File: config.mk
export PLATFORM = sky130hd
export DESIGN_NAME = control_unit
export DESIGN_NICKNAME = d
export VERILOG_FILES = /design/src/rtl/control_unit.sv
export SDC_FILE = /design/constraint.sdc
export NUM_CORES = 1
export LEC_CHECK = 0
export CAP_MARGIN = 20
export CORE_ASPECT_RATIO = 0.5
export CORE_UTILIZATION = 39
export DETAILED_ROUTE_END_ITERATION = 7
export PLACE_DENSITY = 0.8
export SLEW_MARGIN = 15
export SYNTH_ARGS = -nofsm -noshare
export SYNTH_HDL_FRONTEND = slang
export SYNTH_SLANG_ARGS = --single-unit
export TNS_END_PERCENT = 30
File: constraint.sdc
create_clock -name Clock -period 1.83 [get_ports Clock]
set_input_delay 0.2745 -clock Clock [delete_from_list [all_inputs] [get_ports Clock]]
set_output_delay 0.2745 -clock Clock [all_outputs]
set_load 0.01 [all_outputs]
File: src/rtl/control_unit.sv
// -----------------------------------------------------------------------------
// control_unit
// Multi-cycle controller that fetches 16-bit instructions from a synchronous
// instruction ROM and sequences the Datapath (data memory, register file, ALU,
// writeback mux). Owns the program counter and the instruction register.
//
// Ports:
//   Clock       in   system clock, all state updates on the rising edge
//   ResetN      in   synchronous active-low reset
//   I_Data      in   instruction-ROM read data (one cycle after PC_Addr)
//   PC_Addr     out  instruction-ROM address (the PC register)
//   D_Addr      out  data-memory address
//   D_Wr        out  data-memory write enable
//   RF_s        out  writeback select (0 = ALU, 1 = memory)
//   RF_W_Addr   out  register-file write address
//   RF_W_en     out  register-file write enable
//   RF_Ra_Addr  out  register-file A read address
//   RF_Rb_Addr  out  register-file B read address
//   ALU_s0      out  ALU operation select
//   IR_Out      out  current instruction register (debug)
//   State       out  current FSM state encoding (debug)
//   Halted      out  high while in HALT
//
// Handshake: there is none. Every instruction takes a fixed number of cycles
// and the Datapath acts on the control outputs in the cycle they are driven.
// -----------------------------------------------------------------------------
module control_unit #(
    parameter int         PC_WIDTH = 7,
    parameter logic [2:0] ALU_PASS = 3'd0,
    parameter logic [2:0] ALU_ADD  = 3'd1,
    parameter logic [2:0] ALU_SUB  = 3'd2
) (
    input  logic                Clock,
    input  logic                ResetN,
    input  logic [15:0]         I_Data,
    output logic [PC_WIDTH-1:0] PC_Addr,
    output logic [7:0]          D_Addr,
    output logic                D_Wr,
    output logic                RF_s,
    output logic [3:0]          RF_W_Addr,
    output logic                RF_W_en,
    output logic [3:0]          RF_Ra_Addr,
    output logic [3:0]          RF_Rb_Addr,
    output logic [2:0]          ALU_s0,
    output logic [15:0]         IR_Out,
    output logic [3:0]          State,
    output logic                Halted
);

    typedef enum logic [3:0] {
        S_INIT   = 4'd0,
        S_FETCH  = 4'd1,
        S_DECODE = 4'd2,
        S_NOOP   = 4'd3,
        S_LOAD_A = 4'd4,
        S_LOAD_B = 4'd5,
        S_STORE  = 4'd6,
        S_ADD    = 4'd7,
        S_SUB    = 4'd8,
        S_HALT   = 4'd9
    } state_t;

    state_t              state_q;
    logic [PC_WIDTH-1:0] pc_q;
    logic [15:0]         ir_q;

    logic [3:0] op;
    assign op = ir_q[15:12];

    // Sequencing: state, PC and IR all live in this one block.
    always_ff @(posedge Clock) begin
        if (!ResetN) begin
            state_q <= S_INIT;
            pc_q    <= '0;
            ir_q    <= '0;
        end else begin
            case (state_q)
                // INIT gives the ROM one cycle to present the word at PC=0.
                S_INIT:   state_q <= S_FETCH;
                S_FETCH: begin
                    ir_q    <= I_Data;
                    pc_q    <= pc_q + 1'b1;  // natural wrap at 2^PC_WIDTH
                    state_q <= S_DECODE;
                end
                S_DECODE: begin
                    case (op)
                        4'b0001: state_q <= S_STORE;
                        4'b0010: state_q <= S_LOAD_A;
                        4'b0011: state_q <= S_ADD;
                        4'b0100: state_q <= S_SUB;
                        4'b0101: state_q <= S_HALT;
                        default: state_q <= S_NOOP;  // 0000 and 0110-1111
                    endcase
                end
                S_LOAD_A: state_q <= S_LOAD_B;
                S_NOOP, S_LOAD_B, S_STORE, S_ADD, S_SUB: state_q <= S_FETCH;
                S_HALT:   state_q <= S_HALT;
                default:  state_q <= S_INIT;  // unused encodings recover
            endcase
        end
    end

    // Control decode from registered state and IR.
    logic d_wr_raw;
    logic rf_w_en_raw;

    always_comb begin
        D_Addr      = 8'h00;
        d_wr_raw    = 1'b0;
        RF_s        = 1'b0;
        RF_W_Addr   = 4'h0;
        rf_w_en_raw = 1'b0;
        RF_Ra_Addr  = 4'h0;
        RF_Rb_Addr  = 4'h0;
        ALU_s0      = ALU_PASS;
        case (state_q)
            S_LOAD_A, S_LOAD_B: begin
                D_Addr      = ir_q[11:4];
                RF_s        = 1'b1;
                RF_W_Addr   = ir_q[3:0];
                // LOAD_A only waits out the memory read latency.
                rf_w_en_raw = (state_q == S_LOAD_B);
            end
            S_STORE: begin
                D_Addr     = ir_q[11:4];
                RF_Ra_Addr = ir_q[3:0];
                d_wr_raw   = 1'b1;
            end
            S_ADD, S_SUB: begin
                RF_Ra_Addr  = ir_q[11:8];
                RF_Rb_Addr  = ir_q[7:4];
                RF_W_Addr   = ir_q[3:0];
                rf_w_en_raw = 1'b1;
                ALU_s0      = (state_q == S_ADD) ? ALU_ADD : ALU_SUB;
            end
            default: ;
        endcase
    end

    // Gating the strobes with ResetN keeps a reset edge from committing a
    // half-finished LOAD or STORE.
    assign D_Wr    = d_wr_raw & ResetN;
    assign RF_W_en = rf_w_en_raw & ResetN;

    assign PC_Addr = pc_q;
    assign IR_Out  = ir_q;
    assign State   = state_q;
    assign Halted  = (state_q == S_HALT);

endmodule

==> results.sh <==
export IMPL_status="complete, but fails checks"
export IMPL_violations="setup timing"
export IMPL_layout_nets=284
export IMPL_grt_setup_unrepaired="true"
export IMPL_finalCritPeriodShare=1.03
export IMPL_crit_fanout=6
export IMPL_hold_buffers=0
export IMPL_cap_viol_max_count=0
export IMPL_grt_pass1_wl_um=6640
export IMPL_fp_dieArea_um2=3760
export IMPL_io_pins=72
export IMPL_cts_htree_levels=1
export IMPL_first_iter_violations=138
export IMPL_r2r_slack_ns=0.13
export IMPL_firstDrtPassIters=4
export IMPL_power_density_nw_per_um2=728
export IMPL_cts_tree="done"
export IMPL_area_growth_pct=65.5
export IMPL_clkSinkCount=27
export IMPL_ctsRootBufferMaster="clkbuf_8"
export IMPL_syn_inst=179
export IMPL_port_buffers=70
export IMPL_dpl_instance_area_um2=2220
export IMPL_synthAdderAreaFrac=0.00915
export IMPL_worst_ep_arrival_time_ns=1.62
export IMPL_clk_pin_slew_ns=0.10
export IMPL_slew_violations=0
export IMPL_fin_setup_tns_ns=-0.217
export IMPL_synth_distinct_cells=34
export IMPL_globalRouteOverflowTotal=0
export IMPL_start_util=0.431
export IMPL_fin_cells=312
export IMPL_start_kind="register"
export IMPL_final_layout_size_suffix_gt1_frac=0.208
export IMPL_track_usage=0.227
export IMPL_hold_slack_ns=0.477
export IMPL_hold_class="reg2reg"
export IMPL_wirelength_um=4130
export IMPL_critPathCaptureType="output port"
export IMPL_synth_compound_area_frac=0.160
export IMPL_yosys_area_share_simple=0.349
export IMPL_die_h_um=43.9
export IMPL_vias_per_cell=4.82
export IMPL_cp_cell_sequence="nor4b_4, o21bai_1, buf_4, buf_6, and2_1, buf_2"
export IMPL_dp_slack_ns=-0.121
export IMPL_fmax_mhz=529
export IMPL_setup_viol=5
export IMPL_drcViolationCount=0
export IMPL_synth_area_top_cells="dfxtp_1 (40%), nand2_1 (11%), a21oi_1 (9.1%)"
export IMPL_finalHoldViolCount=0
export IMPL_clk_latency_ns=0.28
export IMPL_final_setup_worst_slack_ns=-0.0614
export IMPL_fp_coreArea_um2=3170
export IMPL_dp_hpwl_um=3080
export IMPL_fin_crit_ns=1.89
export IMPL_yosys_warnings=0
export IMPL_synthesis_area_um2=1370
export IMPL_die_x_um=85.7
export IMPL_muxShareOfSynthArea=0.0146
export IMPL_netlist_top_cell_by_area="dfxtp_1"
export IMPL_clockBufferDepth=2
export IMPL_synth_top_family_by_area="simple AND/OR/NAND/NOR gates"
export IMPL_num_rows=14
export IMPL_cts_inserted_buffers=3
export IMPL_antennaDiodeCount=0
export IMPL_critical_path_class="reg2out"
export IMPL_final_setup_skew_ns=0.0124
export IMPL_cp_required_ns=1.56
export IMPL_syn_nets=198
export IMPL_crit_slowest_cell="dfxtp_2"
export IMPL_max_stage_delay_ns=0.36
export IMPL_yosys_register_bits=27
export IMPL_grt_pass1_vias=1391
export IMPL_vdd_drop_max_v=0.000329
export IMPL_synth_top_cell_area_share=0.395
export IMPL_syn_avg_cell_area_um2=7.64
export IMPL_place_congestion=0.828
export IMPL_ys_seq_area_frac=0.395
export IMPL_synth_xor_area_share=0.0128
export IMPL_antenna_left=0
export IMPL_finalInstanceArea_um2=2260
export IMPL_antenna_found_initial=0
export IMPL_vias=1504
export IMPL_p_leak_nw=0.963
export IMPL_grt_max_degree=19
export IMPL_total_power_mw=1.65
export IMPL_fin_util=0.714
export IMPL_post_drt_wl_per_cell_um=13.2
export IMPL_dpl_cell_count=304
-- flip-flops by register name (all words and copies together), names as in the netlist --
signal / cells
IR_Out: 16
PC_Addr: 7
State: 4
-- kinds of logic after synthesis --
kind of cell    Yosys count
fa+ha+maj                 1
flops                    27
mux                       2
xor+xnor                  2
buf+inv                  18
simple gates             89
other cells               1
compound gates           39
-- what timing repair did --
action / 4_1_cts / 5_1_grt
gates resized for setup: 77 / 4
cloned: 0 / 0
endpoints found under the hold margin: 0 / 0
setup buffers: 4 / 0
pin swaps: 1 / 1
endpoints found under the setup margin: 28 / 19
-- routing by layer --
layer | track usage | routed length [um] | vias to the layer above
met3 | 0.0381 | 195 | 2
met2 | 0.382 | 1990 | 41
met4 | 0.0400 | 6 | 0
li1 | - | - | 774
met5 | 0 | 0 | -
met1 | 0.315 | 1950 | 687
-- final cells by class --
cell class	count	area, um2
sequential	27	548
clock inverter	1	7.51
clock buffer	3	41.3
tap	48	60.1
fill	265	907
timing repair buffer	93	802
inverter	6	22.5
multi-input combinational	134	782
-- critical path, delay by kind of cell (launching register included) --
kind | cells | cell delay [ns]
buffers and inverters | 3 | 0.40
DFF | 1 | 0.36
AOI/OAI and AO/OA | 1 | 0.15
and+or+nand+nor | 2 | 0.43
-- final timing paths --
path / start / end / cells past startpoint
worst min register to register: PC_Addr[6] / PC_Addr[6] / 2
worst max-delay path: State[2] / RF_Rb_Addr[2] / 6
worst min-delay path: PC_Addr[6] / PC_Addr[6] / 2
worst max register to register: State[2] / PC_Addr[3] / 4
-- cells in the final DEF (no fill, tap or decap), types with 3 or more instances in the layout --
master	synthesis	final
dlygate4sd2_1	0	12
or3_1	4	4
nand2b_1	5	5
buf_4	2	21
nand2_1	40	40
o21ai_0	4	4
nor2b_1	7	5
clkdlybuf4s50_1	0	44
dfxtp_1	27	23
buf_2	1	12
and3_1	9	9
clkbuf_8	0	3
inv_1	6	6
nand3_1	3	3
a22o_1	4	4
dfxtp_2	0	3
a21oi_1	25	25
and2_1	4	3
nor2_1	6	6
buf_6	0	3
-- cells in the mapped netlist (all sizes together) --
library cell  number
a21oi             25
a22o               4
a22oi              1
a31oi              1
and2               4
and3               9
buf                3
clkbuf             9
conb               1
dfxtp             27
ha                 1
inv                6
mux2i              2
nand2             40
nand2b             5
nand3              3
nor2               6
nor2b              7
nor3               2
nor4               2
nor4b              3
nor4bb             1
o211ai             1
o21ai              6
o21bai             1
or3                4
or3b               2
or4b               1
xnor2              2
-- power by group --
part           total, mW  internal, mW  leakage (nW)  switching, mW
registers          0.738         0.657         0.222         0.0813
clock network      0.347         0.155        0.0217          0.192
logic              0.562         0.301         0.719          0.261
total               1.65          1.11         0.963          0.534
(Power assumes the default switching activity.)
